$ cat src/rtl/axi_default_param_pkg.sv
// Default grid channel payload types used when the arbiter is instantiated without overrides.
package axi_default_param_pkg;

  typedef struct packed {
    logic [7:0]  id;
    logic [31:0] addr;
    logic [7:0]  len;
  } grid_aw_chan_t;

  typedef struct packed {
    logic [31:0] data;
    logic [3:0]  strb;
    logic        last;
  } grid_w_chan_t;

  typedef struct packed {
    logic [7:0] id;
    logic [1:0] resp;
  } grid_b_chan_t;

  typedef struct packed {
    logic [7:0]  id;
    logic [31:0] addr;
    logic [7:0]  len;
  } grid_ar_chan_t;

  typedef struct packed {
    logic [7:0]  id;
    logic [31:0] data;
    logic [1:0]  resp;
    logic        last;
  } grid_r_chan_t;

endpackage

$ cat src/rtl/axi_grid_pkg.sv
// Shared definitions for the grid TX link: channel tags and link payload sizing.
package axi_grid_pkg;

  localparam int unsigned GRID_LINK_TAG_W = 3;
  localparam int unsigned GRID_NUM_CHAN   = 5;

  typedef enum logic [GRID_LINK_TAG_W-1:0] {
    TagAw = 3'd0,
    TagW  = 3'd1,
    TagB  = 3'd2,
    TagAr = 3'd3,
    TagR  = 3'd4
  } grid_link_tag_e;

  function automatic int unsigned grid_payload_w(input int unsigned aw_w, input int unsigned w_w,
                                                 input int unsigned b_w, input int unsigned ar_w,
                                                 input int unsigned r_w);
    int unsigned m;
    m = aw_w;
    if (w_w > m) m = w_w;
    if (b_w > m) m = b_w;
    if (ar_w > m) m = ar_w;
    if (r_w > m) m = r_w;
    return m;
  endfunction

endpackage

$ cat src/rtl/axi_grid_rr_arbiter.sv
// N-request round-robin arbiter with an optional lock that restricts eligibility to one index.
module axi_grid_rr_arbiter #(
  parameter int unsigned  N    = 5,
  localparam int unsigned IdxW = (N > 1) ? $clog2(N) : 1
) (
  input  logic            clk_i,
  input  logic            arst_i,
  input  logic [N-1:0]    req_i,
  input  logic            lock_valid_i,
  input  logic [IdxW-1:0] lock_idx_i,
  input  logic            advance_i,
  output logic [N-1:0]    gnt_o,
  output logic [IdxW-1:0] gnt_idx_o
);

  logic [IdxW-1:0] ptr_q, ptr_d;
  logic [IdxW:0]   cand;
  logic            found;

  always_comb begin
    gnt_o     = '0;
    gnt_idx_o = '0;
    found     = 1'b0;
    cand      = '0;
    if (lock_valid_i) begin
      // A locked channel that drops valid gets no grant; nobody else may fill the gap.
      if (req_i[lock_idx_i]) begin
        gnt_o[lock_idx_i] = 1'b1;
        gnt_idx_o         = lock_idx_i;
      end
    end else begin
      for (int unsigned i = 0; i < N; i++) begin
        cand = {1'b0, ptr_q} + (IdxW + 1)'(i);
        if (cand >= (IdxW + 1)'(N)) cand = cand - (IdxW + 1)'(N);
        if (!found && req_i[cand[IdxW-1:0]]) begin
          found                   = 1'b1;
          gnt_o[cand[IdxW-1:0]] = 1'b1;
          gnt_idx_o               = cand[IdxW-1:0];
        end
      end
    end
  end

  always_comb begin
    ptr_d = ptr_q;
    if (advance_i) ptr_d = (gnt_idx_o == IdxW'(N - 1)) ? '0 : gnt_idx_o + 1'b1;
  end

  always_ff @(posedge clk_i or posedge arst_i) begin
    if (arst_i) ptr_q <= '0;
    else        ptr_q <= ptr_d;
  end

endmodule

$ cat src/rtl/axi_grid_tx_arbiter.sv
// Merges the five NI grid channels onto one tagged link through a single output register.
// Optional stall counter ports are enabled with AXI_GRID_TX_ARB_STATS_EN.
module axi_grid_tx_arbiter
  import axi_grid_pkg::*;
#(
  parameter type grid_aw_chan_t = axi_default_param_pkg::grid_aw_chan_t,
  parameter type grid_w_chan_t  = axi_default_param_pkg::grid_w_chan_t,
  parameter type grid_b_chan_t  = axi_default_param_pkg::grid_b_chan_t,
  parameter type grid_ar_chan_t = axi_default_param_pkg::grid_ar_chan_t,
  parameter type grid_r_chan_t  = axi_default_param_pkg::grid_r_chan_t,
  localparam int unsigned PAYLOAD_W = grid_payload_w($bits(grid_aw_chan_t), $bits(grid_w_chan_t),
      $bits(grid_b_chan_t), $bits(grid_ar_chan_t), $bits(grid_r_chan_t))
) (
  input  logic                                 clk_i,
  input  logic                                 arst_i,
  input  grid_aw_chan_t                        aw_i,
  input  logic                                 aw_valid_i,
  output logic                                 aw_ready_o,
  input  grid_w_chan_t                         w_i,
  input  logic                                 w_valid_i,
  output logic                                 w_ready_o,
  input  grid_b_chan_t                         b_i,
  input  logic                                 b_valid_i,
  output logic                                 b_ready_o,
  input  grid_ar_chan_t                        ar_i,
  input  logic                                 ar_valid_i,
  output logic                                 ar_ready_o,
  input  grid_r_chan_t                         r_i,
  input  logic                                 r_valid_i,
  output logic                                 r_ready_o,
  output logic [GRID_LINK_TAG_W+PAYLOAD_W-1:0] link_flit_o,
  output logic                                 link_valid_o,
`ifdef AXI_GRID_TX_ARB_STATS_EN
  input  logic                                 stat_clr_i,
  output logic [15:0]                          stat_stall_o,
`endif
  input  logic                                 link_ready_i
);

  logic [GRID_NUM_CHAN-1:0]   req, gnt, rdy;
  logic [GRID_LINK_TAG_W-1:0] gnt_idx, lock_idx;
  logic                       load_en, xfer, advance, last_beat, lock_valid;
  logic                       w_lock_q, w_lock_d, r_lock_q, r_lock_d;
  logic [PAYLOAD_W-1:0]       payload;
  logic [GRID_LINK_TAG_W+PAYLOAD_W-1:0] flit_q;
  logic                       valid_q;

  assign load_en    = !valid_q | link_ready_i;
  assign req        = {r_valid_i, ar_valid_i, b_valid_i, w_valid_i, aw_valid_i};
  assign lock_valid = w_lock_q | r_lock_q;
  assign lock_idx   = r_lock_q ? TagR : TagW;

  axi_grid_rr_arbiter #(
    .N (GRID_NUM_CHAN)
  ) u_rr_arbiter (
    .clk_i        (clk_i),
    .arst_i       (arst_i),
    .req_i        (req),
    .lock_valid_i (lock_valid),
    .lock_idx_i   (lock_idx),
    .advance_i    (advance),
    .gnt_o        (gnt),
    .gnt_idx_o    (gnt_idx)
  );

  assign rdy        = gnt & {GRID_NUM_CHAN{load_en & !arst_i}};
  assign aw_ready_o = rdy[0];
  assign w_ready_o  = rdy[1];
  assign b_ready_o  = rdy[2];
  assign ar_ready_o = rdy[3];
  assign r_ready_o  = rdy[4];
  assign xfer       = |rdy;

  always_comb begin
    payload   = '0;
    last_beat = 1'b1;
    unique case (grid_link_tag_e'(gnt_idx))
      TagAw: payload[$bits(grid_aw_chan_t)-1:0] = aw_i;
      TagW: begin
        payload[$bits(grid_w_chan_t)-1:0] = w_i;
        last_beat                         = w_i.last;
      end
      TagB:  payload[$bits(grid_b_chan_t)-1:0] = b_i;
      TagAr: payload[$bits(grid_ar_chan_t)-1:0] = ar_i;
      TagR: begin
        payload[$bits(grid_r_chan_t)-1:0] = r_i;
        last_beat                         = r_i.last;
      end
      default: payload = '0;
    endcase
  end

  // Only a beat that ends a grant moves the round-robin pointer.
  assign advance = xfer & last_beat;

  always_comb begin
    w_lock_d = w_lock_q;
    r_lock_d = r_lock_q;
    if (xfer && gnt_idx == TagW) w_lock_d = !w_i.last;
    if (xfer && gnt_idx == TagR) r_lock_d = !r_i.last;
  end

  always_ff @(posedge clk_i or posedge arst_i) begin
    if (arst_i) begin
      valid_q  <= 1'b0;
      flit_q   <= '0;
      w_lock_q <= 1'b0;
      r_lock_q <= 1'b0;
    end else begin
      w_lock_q <= w_lock_d;
      r_lock_q <= r_lock_d;
      if (load_en) begin
        valid_q <= xfer;
        if (xfer) flit_q <= {gnt_idx, payload};
      end
    end
  end

  assign link_valid_o = valid_q;
  assign link_flit_o  = flit_q;

`ifdef AXI_GRID_TX_ARB_STATS_EN
  logic [15:0] stall_cnt_q;

  always_ff @(posedge clk_i or posedge arst_i) begin
    if (arst_i) begin
      stall_cnt_q <= '0;
    end else if (stat_clr_i) begin
      stall_cnt_q <= '0;
    end else if (valid_q && !link_ready_i && stall_cnt_q != 16'hFFFF) begin
      stall_cnt_q <= stall_cnt_q + 16'd1;
    end
  end

  assign stat_stall_o = stall_cnt_q;
`endif

endmodule

$ cat config.mk
export PLATFORM = sky130hd
export DESIGN_NAME = axi_grid_tx_arbiter
export DESIGN_NICKNAME = d
export VERILOG_FILES = /design/src/rtl/axi_default_param_pkg.sv /design/src/rtl/axi_grid_pkg.sv /design/src/rtl/axi_grid_rr_arbiter.sv /design/src/rtl/axi_grid_tx_arbiter.sv
export SDC_FILE = /design/constraint.sdc
export NUM_CORES = 1
export LEC_CHECK = 0
export BUFFER_PORTS_ARGS = -buffer_cell sky130_fd_sc_hd__buf_2
export CAP_MARGIN = 20
export CORE_MARGIN = 5
export CORE_UTILIZATION = 43
export DETAILED_ROUTE_END_ITERATION = 8
export GPL_TIMING_DRIVEN = 0
export HOLD_SLACK_MARGIN = 0.1
export PLACE_DENSITY = 0.79
export SLEW_MARGIN = 20
export SYNTH_ARGS = -nofsm -noshare
export SYNTH_HDL_FRONTEND = slang
export SYNTH_SLANG_ARGS = --single-unit
$ cat constraint.sdc
create_clock -name clk_i -period 4.8 [get_ports clk_i]
set_input_delay 0.48 -clock clk_i [delete_from_list [all_inputs] [get_ports clk_i]]
set_output_delay 0.48 -clock clk_i [all_outputs]
set_load 0.01 [all_outputs]
==> impl_results.rst <==
.. list-table::
   :header-rows: 1

   * - Metric
     - Value
   * - Top layer in use
     - met4
   * - Part of the cycle the worst path needs
     - 0.969
   * - Fraction of the yosys area taken by sequential cells
     - 0.280
   * - Average wire per standard cell
     - 24.7 µm
   * - Clock root buffer
     - sky130_fd_sc_hd__clkbuf_16
   * - Detail Route met3 WL
     - 2170 µm
   * - Synthesis-to-finish area growth
     - 47.0%
   * - Final setup skew
     - 8.66 ps
   * - Post-route worst setup slack
     - 149 ps
   * - Crit-path max FO
     - 10
   * - Via-to-Cell Ratio
     - 6.35
   * - Final number of max-transition violations
     - 0
   * - Share of the synthesized area in the top cell type
     - 0.280
   * - Final worst path period need
     - 4650 ps
   * - Detailed Routing Iterations Pass 1
     - 8
   * - Type of the worst setup path
     - register to register
   * - Cell variety after synth
     - 78
   * - Area enclosed by the die boundary
     - 14100 µm²
   * - Die boundary width
     - 119 µm
   * - Initial antenna violation count
     - 5
   * - Critical Path Source Type
     - register
   * - Critical path capture point type
     - register
   * - Largest net degree at the start of global routing
     - 59
   * - Worst reg2reg setup slack
     - 150 ps
   * - Floorplan die height
     - 119 µm
   * - Layout cells sized above 1
     - 0.566
   * - Sum of met2 wire segment lengths after detailed routing
     - 11600 µm
   * - Number of hold buffers added after cts
     - 0
   * - WP data required
     - 4990 ps
   * - Residual DRC
     - 0
   * - Clock transition at the registers of the reported paths
     - 60 ps
   * - Count of nets after finishing
     - 1005
   * - Path type of the worst min-delay path
     - input pin to asynchronous set/reset pin
   * - Number of warning messages in the yosys log
     - 0
   * - Routed wire length
     - 23400 µm
   * - Routed met1 length
     - 9040 µm
   * - Hpwl dp
     - 18000 µm
   * - Starting Density
     - 0.442
   * - Skew-Pair Late Insertion Delay
     - 330 ps
   * - Synthesized netlist net count
     - 721
   * - Placeable core region
     - 11500 µm²
   * - Synthesized area
     - 5090 µm²
   * - Clock buffer count from CTS
     - 9
   * - Total count of hold-check failures in the final report
     - 0
   * - Flip-flop cell with the highest count after synthesis
     - sky130_fd_sc_hd__dfrtp_1
   * - R2R cell count
     - 20
   * - # Max-Cap Violations
     - 0
   * - Gr usage total
     - 0.310
   * - Worst EP arrival
     - 4840 ps
   * - Cell type with the highest aggregate area in the netlist
     - sky130_fd_sc_hd__dfrtp_1
   * - Buffers on Ports
     - 249
   * - Number of buffers on the longest clock path
     - 2
   * - Setup violators final
     - 0
   * - Pin slew with the least headroom to its limit
     - 647 ps
   * - Core Rows
     - 39
   * - Clock tree from TritonCTS
     - done
   * - Maximum frequency from static timing analysis
     - 215 MHz
   * - Hold slack final
     - 204 ps
   * - Setup Slack @ Placement
     - -986 ps
   * - Yosys reg bits
     - 57
   * - Sinks on Clock Net
     - 57
   * - Reg-to-reg critical path endpoint
     - link_flit_o[29]
   * - Number of nets with antenna violations after routing
     - 0
   * - Synthesized netlist cell count
     - 513
   * - Total gr overflow
     - 0
   * - Number of vias in the routed layout
     - 6033
   * - Run status
     - complete, no violations
   * - Biggest area contributors in the synthesized netlist
     - sky130_fd_sc_hd__dfrtp_1, sky130_fd_sc_hd__mux2_2, sky130_fd_sc_hd__a222oi_1
   * - Number of flops mapped to enable cells by yosys
     - 0
   * - Weighted congestion reported at the end of routability-driven placement
     - 0.992
   * - First DRT Iteration DRCs
     - 830
   * - Beginning of the worst register-to-register path
     - u_rr_arbiter.ptr_q[0]
   * - Remaining max-slew budget at the tightest pin
     - 0.566
   * - Post-synthesis async set-or-reset flop share
     - 1.00
   * - Mean post-synth cell area
     - 9.93 µm²
   * - Wire length of the first global-routing pass
     - 34700 µm
   * - CTS H-tree depth
     - 3
   * - IO Count
     - 251
   * - Vias in the first global route
     - 6062
[synth_stat cells, types with 4 or more instances]
cell                        count
sky130_fd_sc_hd__nand3_1        7
sky130_fd_sc_hd__mux2_1        17
sky130_fd_sc_hd__a221oi_1       9
sky130_fd_sc_hd__mux2i_1        7
sky130_fd_sc_hd__o21ai_1        6
sky130_fd_sc_hd__nand2_1       30
sky130_fd_sc_hd__o31a_1         4
sky130_fd_sc_hd__clkbuf_1      10
sky130_fd_sc_hd__a31oi_1        5
sky130_fd_sc_hd__nor2b_1        7
sky130_fd_sc_hd__o2bb2ai_1     28
sky130_fd_sc_hd__a31o_2         4
sky130_fd_sc_hd__nor2_1        19
sky130_fd_sc_hd__a32o_1         9
sky130_fd_sc_hd__inv_1         18
sky130_fd_sc_hd__or3_1          4
sky130_fd_sc_hd__ha_1          13
sky130_fd_sc_hd__buf_6         12
sky130_fd_sc_hd__dfrtp_1       57
sky130_fd_sc_hd__o21ai_0       16
sky130_fd_sc_hd__a21o_1         6
sky130_fd_sc_hd__nand2b_1       8
sky130_fd_sc_hd__a22o_1        11
sky130_fd_sc_hd__a222oi_1      29
sky130_fd_sc_hd__and2_1         7
sky130_fd_sc_hd__buf_2         12
sky130_fd_sc_hd__nor4_1         6
sky130_fd_sc_hd__nor3_1         4
sky130_fd_sc_hd__a21oi_1       14
sky130_fd_sc_hd__mux2_2        41
sky130_fd_sc_hd__buf_4          8
sky130_fd_sc_hd__o22ai_1        4
sky130_fd_sc_hd__o211ai_1       7
sky130_fd_sc_hd__o2bb2ai_2     10
[worst max-delay path: stages (launching register included)]
cell                        delay, ps
sky130_fd_sc_hd__dfrtp_1          380
sky130_fd_sc_hd__buf_6            150
sky130_fd_sc_hd__inv_2             70
sky130_fd_sc_hd__buf_6            110
sky130_fd_sc_hd__ha_2             170
sky130_fd_sc_hd__inv_1             60
sky130_fd_sc_hd__fa_2             440
sky130_fd_sc_hd__or3_4            430
sky130_fd_sc_hd__nand4_1          170
sky130_fd_sc_hd__a21oi_4          100
sky130_fd_sc_hd__or4_4            550
sky130_fd_sc_hd__o221ai_4         190
sky130_fd_sc_hd__o2bb2a_4         190
sky130_fd_sc_hd__and2_4           140
sky130_fd_sc_hd__nand2b_4         150
sky130_fd_sc_hd__ha_2             200
sky130_fd_sc_hd__and2_1           160
sky130_fd_sc_hd__buf_6            150
sky130_fd_sc_hd__buf_6            150
sky130_fd_sc_hd__a222oi_1         420
sky130_fd_sc_hd__o2bb2ai_1        140
[cell usage in the layout, fill, tap and decap left out, types with 4 or more instances in the layout]
cell type,n
sky130_fd_sc_hd__nor3_1,4
sky130_fd_sc_hd__a21oi_4,4
sky130_fd_sc_hd__a22o_1,11
sky130_fd_sc_hd__buf_2,257
sky130_fd_sc_hd__nor4_1,6
sky130_fd_sc_hd__a21oi_1,11
sky130_fd_sc_hd__a31o_2,4
sky130_fd_sc_hd__o2bb2ai_1,23
sky130_fd_sc_hd__a21o_1,6
sky130_fd_sc_hd__inv_1,12
sky130_fd_sc_hd__clkbuf_16,9
sky130_fd_sc_hd__a31oi_1,4
sky130_fd_sc_hd__nand3_1,6
sky130_fd_sc_hd__clkinvlp_4,4
sky130_fd_sc_hd__ha_1,6
sky130_fd_sc_hd__o21ai_1,6
sky130_fd_sc_hd__nor2_1,19
sky130_fd_sc_hd__mux2i_1,7
sky130_fd_sc_hd__nand2_1,29
sky130_fd_sc_hd__mux2_2,41
sky130_fd_sc_hd__o2bb2ai_2,15
sky130_fd_sc_hd__buf_4,30
sky130_fd_sc_hd__o211ai_1,7
sky130_fd_sc_hd__a222oi_1,29
sky130_fd_sc_hd__a32o_1,9
sky130_fd_sc_hd__dfrtp_1,55
sky130_fd_sc_hd__a221oi_2,5
sky130_fd_sc_hd__o21ai_0,14
sky130_fd_sc_hd__clkbuf_2,5
sky130_fd_sc_hd__o31a_1,4
sky130_fd_sc_hd__ha_2,5
sky130_fd_sc_hd__and2_1,6
sky130_fd_sc_hd__diode_2,5
sky130_fd_sc_hd__nor2b_1,5
sky130_fd_sc_hd__a221oi_1,4
sky130_fd_sc_hd__nand2b_1,7
sky130_fd_sc_hd__mux2_1,17
sky130_fd_sc_hd__buf_6,18
[layer usage]
layer / track usage / vias to the layer above
met5: 0 / -
met4: 0.0985 / 0
met3: 0.0739 / 48
met2: 0.528 / 406
met1: 0.389 / 2946
li1: - / 2633
[kinds of logic after synthesis]
kind of cell               count (synthesis)  synth area share
AOI/OAI and AO/OA                        200             0.340
xor gates and xnor gates                   5            0.0101
adders and majority gates                 14            0.0359
buffers and inverters                     63            0.0774
DFF                                       57             0.280
muxes                                     65             0.142
and+or+nand+nor                          109             0.114
[area by class of cell]
type                       count  area (µm²)
antenna                        5        12.5
buffer                        44         382
clock buffer                  10         239
clock inverter                 6        90.1
fill                         965        4030
inverter                      19        87.6
multi-input combinational    393        3620
sequential                    57        1430
tap                          143         179
timing repair buffer         273        1450
[registers in the layout, indices dropped and copies added, names as in the netlist]
| register | count |
|---|---|
| link_flit_o | 51 |
| u_rr_arbiter.ptr_q | 3 |
| link_valid_o | 1 |
| r_lock_q | 1 |
| w_lock_q | 1 |
[timing repair]
action,CTS,global route
endpoints found under the setup margin,54,53
resized for setup,45,56
pin swaps,10,25
setup buffers,14,9
[per-stage QoR]
| stage | setup TNS [ps] | util | instances | cell area [µm²] |
|---|---|---|---|---|
| 6_report | 0 | 0.650 | 950 | 7480 |
| 5_1_grt | -4.71 | 0.650 | 950 | 7480 |
| 4_1_cts | 0 | 0.621 | 936 | 7150 |
| 3_5_place_dp | -41810 | 0.569 | 906 | 6550 |
| 3_3_place_gp | -41760 | 0.566 | 905 | 6520 |
| 2_1_floorplan | 0 | - | 513 | 5090 |
[worst max-delay path by stage]
stage | start | endpoint | slack [ps] | depth (start not counted)
after detailed placement | u_rr_arbiter.ptr_q[0] | link_flit_o[24] | -990 | 19
after CTS | u_rr_arbiter.ptr_q[2] | link_flit_o[29] | 20 | 20
after global routing | u_rr_arbiter.ptr_q[0] | link_flit_o[0] | -5 | 20
after floorplan | u_rr_arbiter.ptr_q[0] | link_flit_o[27] | 30 | 21
after global placement | u_rr_arbiter.ptr_q[1] | link_flit_o[2] | -930 | 17
final | u_rr_arbiter.ptr_q[0] | link_flit_o[29] | 150 | 20
Power is not shown: default switching activity piles up to over one toggle a cycle in this logic, so the estimate is an artifact.
